**src/rtl/haze_pass_sequencer.sv**
```systemverilog
// Frame-level sequencer for the two-pass haze removal datapath: streams a frame
// into ALE, waits for the atmospheric light, then streams it again through TE/SRSC.
module haze_pass_sequencer #(
    parameter int IMG_WIDTH   = 512,
    parameter int IMG_HEIGHT  = 512,
    parameter int CNT_W       = 18,
    parameter bit CHECK_TLAST = 1'b0
) (
    input  logic       ACLK,
    input  logic       ARESETn,
    input  logic       enable,
    input  logic       S_AXIS_TVALID,
    input  logic       S_AXIS_TLAST,
    output logic       S_AXIS_TREADY,
    output logic       ale_start,
    output logic       ale_valid,
    input  logic       ale_done,
    output logic       te_valid,
    input  logic       pipe_ready,
    input  logic       out_valid,
    output logic       M_AXIS_TLAST,
    output logic [2:0] state,
    output logic       frame_done,
    output logic       err_tlast
);

    localparam int              PIXELS   = IMG_WIDTH * IMG_HEIGHT;
    localparam logic [CNT_W-1:0] LAST_IDX = CNT_W'(PIXELS - 1);

    typedef enum logic [2:0] {
        S_IDLE     = 3'd0,
        S_PASS1    = 3'd1,
        S_WAIT_ALE = 3'd2,
        S_PASS2    = 3'd3,
        S_DRAIN    = 3'd4,
        S_DONE     = 3'd5
    } state_t;

    state_t           state_q, state_d;
    logic [CNT_W-1:0] in_cnt_q, in_cnt_d;
    logic [CNT_W-1:0] out_cnt_q, out_cnt_d;
    logic             out_last_seen_q, out_last_seen_d;
    logic             err_q, err_d;
    logic             ale_start_q, ale_start_d;
    logic             acc, in_last, out_acc, out_last;

    always_comb begin
        state_d         = state_q;
        in_cnt_d        = in_cnt_q;
        out_cnt_d       = out_cnt_q;
        out_last_seen_d = out_last_seen_q;
        err_d           = err_q;
        ale_start_d     = 1'b0;
        S_AXIS_TREADY   = 1'b0;

        // Output beats are only meaningful while the second pass is in flight.
        out_acc  = out_valid & ((state_q == S_PASS2) | (state_q == S_DRAIN));
        out_last = out_acc & (out_cnt_q == LAST_IDX);
        if (out_acc) begin
            out_cnt_d = out_last ? '0 : out_cnt_q + 1'b1;
            if (out_last) out_last_seen_d = 1'b1;
        end

        case (state_q)
            S_IDLE: begin
                if (enable) begin
                    state_d         = S_PASS1;
                    ale_start_d     = 1'b1;
                    err_d           = 1'b0;
                    in_cnt_d        = '0;
                    out_cnt_d       = '0;
                    out_last_seen_d = 1'b0;
                end
            end
            S_PASS1:    S_AXIS_TREADY = enable;
            S_WAIT_ALE: if (ale_done) state_d = S_PASS2;
            S_PASS2:    S_AXIS_TREADY = enable & pipe_ready;
            S_DRAIN:    if (out_last) state_d = S_DONE;
            S_DONE:     state_d = S_IDLE;
            default:    state_d = S_IDLE;
        endcase

        acc     = S_AXIS_TVALID & S_AXIS_TREADY;
        in_last = (in_cnt_q == LAST_IDX);
        if (acc) begin
            in_cnt_d = in_last ? '0 : in_cnt_q + 1'b1;
            if (CHECK_TLAST && (S_AXIS_TLAST != in_last)) err_d = 1'b1;
            if (in_last) begin
                if (state_q == S_PASS1) state_d = S_WAIT_ALE;
                else state_d = (out_last_seen_q | out_last) ? S_DONE : S_DRAIN;
            end
        end

        ale_valid    = acc & (state_q == S_PASS1);
        te_valid     = acc & (state_q == S_PASS2);
        M_AXIS_TLAST = out_last;
    end

    always_ff @(posedge ACLK) begin
        if (!ARESETn) begin
            state_q         <= S_IDLE;
            in_cnt_q        <= '0;
            out_cnt_q       <= '0;
            out_last_seen_q <= 1'b0;
            err_q           <= 1'b0;
            ale_start_q     <= 1'b0;
        end else begin
            state_q         <= state_d;
            in_cnt_q        <= in_cnt_d;
            out_cnt_q       <= out_cnt_d;
            out_last_seen_q <= out_last_seen_d;
            err_q           <= err_d;
            ale_start_q     <= ale_start_d;
        end
    end

    assign state      = state_q;
    assign ale_start  = ale_start_q;
    assign err_tlast  = err_q;
    assign frame_done = (state_q == S_DONE);

endmodule
```
**config.mk**
```make
export PLATFORM = sky130hd
export DESIGN_NAME = haze_pass_sequencer
export DESIGN_NICKNAME = d
export VERILOG_FILES = /design/src/rtl/haze_pass_sequencer.sv
export SDC_FILE = /design/constraint.sdc
export NUM_CORES = 1
export LEC_CHECK = 0
export BUFFER_PORTS_ARGS = -buffer_cell sky130_fd_sc_hd__buf_2
export CAP_MARGIN = 20
export CORE_AREA = 2 2 100 63
export DETAILED_ROUTE_END_ITERATION = 7
export DIE_AREA = 0 0 102 65
export PLACE_DENSITY = 0.63
export SYNTH_ARGS = -nofsm -noshare
export SYNTH_HDL_FRONTEND = slang
export SYNTH_SLANG_ARGS = --single-unit
```
**constraint.sdc**
```tcl
create_clock -name ACLK -period 4.9 [get_ports ACLK]
set_input_delay 0.245 -clock ACLK [delete_from_list [all_inputs] [get_ports ACLK]]
set_output_delay 0.245 -clock ACLK [all_outputs]
set_load 0.01 [all_outputs]
```
==> flow_metrics.env <==
export IMPL_startpoint_type="flip-flop"
export IMPL_power_per_cell_area_mw_per_mm2=236.0
export IMPL_first_pass_iters=4
export IMPL_finalSetupTns_ps=0
export IMPL_post_drt_wl_per_cell_um=13.61
export IMPL_maxCapViolations=0
export IMPL_cts_sinks=41
export IMPL_cpPeakStageDelay_ps=640
export IMPL_path_class="flip-flop to flip-flop"
export IMPL_cp_num_cells=5
export IMPL_yosysTopAreaCell="dfxtp_1"
export IMPL_antenna_left=0
export IMPL_endpoint="out_cnt_q[7]$_SDFF_PN0_"
export IMPL_cts_resized=0
export IMPL_ir_worst_vdd_mv=0.08655
export IMPL_antenna_cells=0
export IMPL_dp_hpwl_mm=3.599
export IMPL_core_mm2=0.005836
export IMPL_min_period_over_period_pct=47.55
export IMPL_grt_max_degree=17
export IMPL_startpoint="state[0]$_SDFF_PN0_"
export IMPL_yosys_warnings=0
export IMPL_rsz0062_at_grt="false"
export IMPL_avgSynthCellArea_um2=8.337
export IMPL_slowest_stage="dfxtp_1"
export IMPL_grt_pass1_vias=1720
export IMPL_r2r_start="state[0]$_SDFF_PN0_"
export IMPL_path_clk_slew_ps=80
export IMPL_cts_made_buffers=5
export IMPL_nets=289
export IMPL_route_detailed_drc=0
export IMPL_grt_util_all_layers_pct=15.68
export IMPL_die_h_um=65
export IMPL_cts_tree="yes"
export IMPL_synth_area_mm2=0.002226
export IMPL_cts_setup_buffers=0
export IMPL_area_delta_synth_final_pct=7.982
export IMPL_relSlewSlack_pct=58.64
export IMPL_finalCriticalPeriod_ps=2330
export IMPL_hp_class="input port to flip-flop"
export IMPL_timing_hold_worst_path_depth=2
export IMPL_crit_buf_inv=0
export IMPL_synth_cell_types=54
export IMPL_drt_iter0_markers=120
export IMPL_gr_total_overflow=0
export IMPL_cts_hold_buffers=0
export IMPL_r2r_slack_ps=2570
export IMPL_hold_violations=0
export IMPL_synth_seq_cells=41
export IMPL_fin_skew_ps=5.971
export IMPL_grt_pass1_wl_mm=8.245
export IMPL_clock_fmax_ghz=0.4292
export IMPL_fin_util_pct=41.19
export IMPL_initial_utilization_pct=38.14
export IMPL_place_congestion=0.8331
export IMPL_crit_chain="and3b_1 > o211ai_4 > nor4_4 > or2_1 > nor2_1"
export IMPL_finalSetupViolations=0
export IMPL_rows=22
export IMPL_cts_max_level=2
export IMPL_synth_top_area_share_pct=36.87
export IMPL_io_pin_count=18
export IMPL_synth_nets=277
export IMPL_ys_seq_area_share_pct=36.87
export IMPL_viasPerCell=5.312
export IMPL_crit_required_ps=5060
export IMPL_p_leak_nw=0.7985
export IMPL_status="finished clean"
export IMPL_crit_family="simple AND/OR/NAND/NOR gates"
export IMPL_reg2reg_depth=5
export IMPL_cts_root_buf="clkbuf_8"
export IMPL_ys_dominant_reg_cell="dfxtp_1"
export IMPL_cp_end_kind="flip-flop"
export IMPL_clk_latency_ps=290
export IMPL_synthesis_instances=267
export IMPL_clockBufferDepth=2
export IMPL_port_buffer_count=15
export IMPL_wl_mm=4.928
export IMPL_floorplan_die_area_mm2=0.006630
export IMPL_synth_edff_count=0
export IMPL_crit_path_max_fanout=16
export IMPL_ys_top_cells_by_area="dfxtp_1 (37%), xnor2_1 (7.1%), nor2_1 (6.7%)"
export IMPL_setup_ws_ps=2570
export IMPL_antenna_found_initial=0
export IMPL_routed_via_count=1923
export IMPL_tightestPinTransition_ps=619.8
export IMPL_cp_arrival_ps=2490
export IMPL_die_w_um=102
export IMPL_r2r_end="out_cnt_q[7]$_SDFF_PN0_"
export IMPL_final_max_slew_viol_count=0
export IMPL_async_flop_share_pct=0
export IMPL_place_ws_ps=2597
export IMPL_drive_above_1_share_pct=11.51
## sequential cells by signal, summed over array words and instances (netlist names)
register and count:
out_last_seen_q 1, in_cnt_q 18, state 3, ale_start 1, out_cnt_q 18
## area by class of cell
cell class,instances,area [um^2]
clock buffers,5,68.82
well taps,84,105.1
flip-flops and latches,41,820.8
clock inverters,1,5.005
multi-input cells,208,1299
inverters,8,30.03
fillers,610,3432
repair buffers,15,75.07
## placed cells by master, fill, tap and decap left out, types with 2 or more instances in the layout
cell	n
xnor2_1	18
a31oi_1	3
nor2b_1	2
buf_2	15
nand2_1	18
nor4_1	7
and3_1	6
ha_1	2
a21oi_1	10
nor3_1	7
dfxtp_1	41
nand4_1	11
nand2b_1	4
xor2_1	3
nor2_1	40
and2_1	5
o31ai_1	2
or3_1	3
o2111ai_1	2
clkbuf_8	5
nand3_1	15
and4_1	7
a21o_1	3
inv_1	8
o21ai_0	13
mux2_2	2
## cells by family after synthesis
kind of cell    Yosys count  share of synthesized area, %
buf+inv                  18                         4.778
fa+ha+maj                 2                         1.124
xor+xnor                 21                         8.263
compound gates           43                         13.32
flops                    41                         36.87
mux                       3                         1.461
simple gates            138                         34.01
other cells               1                        0.1685
## through the flow
step / hold slack, ps / cells / total power [mW] / instance area (um^2)
finish: 338.0 / 362 / 0.5672 / 2404
global route: 338.2 / 362 / 0.5886 / 2404
CTS: 335.2 / 362 / 0.5736 / 2404
detailed placement: 472.1 / 356 / 0.3675 / 2330
global placement: 458.7 / 356 / 0.3675 / 2330
floorplan: 432.3 / 267 / 0.3626 / 2226
## where the power goes
group          leakage, nW  switching (mW)  internal, mW
Clock               0.0399           0.113        0.0939
Combinational        0.428          0.0178       0.00725
Sequential           0.330         0.00129         0.334
## synthesized netlist by cell type, drive strengths merged, types with 2 or more instances
master and instances:
ha 2, xor2 3, nor3 8, buf 8, a21oi 10, mux2 2
xnor2 18, dfxtp 41, nor4 8, nand2 18, nand2b 4, nor3b 2
a31oi 3, a21o 3, nor2 41, and3 6, nand3 16, o21ai 13
nand4 11, clkbuf 2, or3 3, nor2b 2, inv 8, and4 8
o2111ai 2, and2 5, o31ai 2, o211ai 2
## how the worst min path moves through the flow
stage / startpoint / endpoint / slack [ps]
floorplan: ARESETn / out_cnt_q[1]$_SDFF_PN0_ / 430
global placement: out_last_seen_q$_SDFF_PN0_ / out_last_seen_q$_SDFF_PN0_ / 460
detailed placement: out_last_seen_q$_SDFF_PN0_ / out_last_seen_q$_SDFF_PN0_ / 470
CTS: ARESETn / state[2]$_SDFF_PN0_ / 340
global route: ARESETn / state[2]$_SDFF_PN0_ / 340
finish: ARESETn / state[2]$_SDFF_PN0_ / 340
## layer usage
layer | global-route usage (%) | wire length [um] | up-vias
li1 | - | - | 979
met1 | 24.46 | 2750 | 895
met2 | 20.48 | 1835 | 44
met3 | 3.991 | 297 | 5
met4 | 4.667 | 46 | 0
met5 | 0 | 0 | -
(Power assumes the default switching activity.)
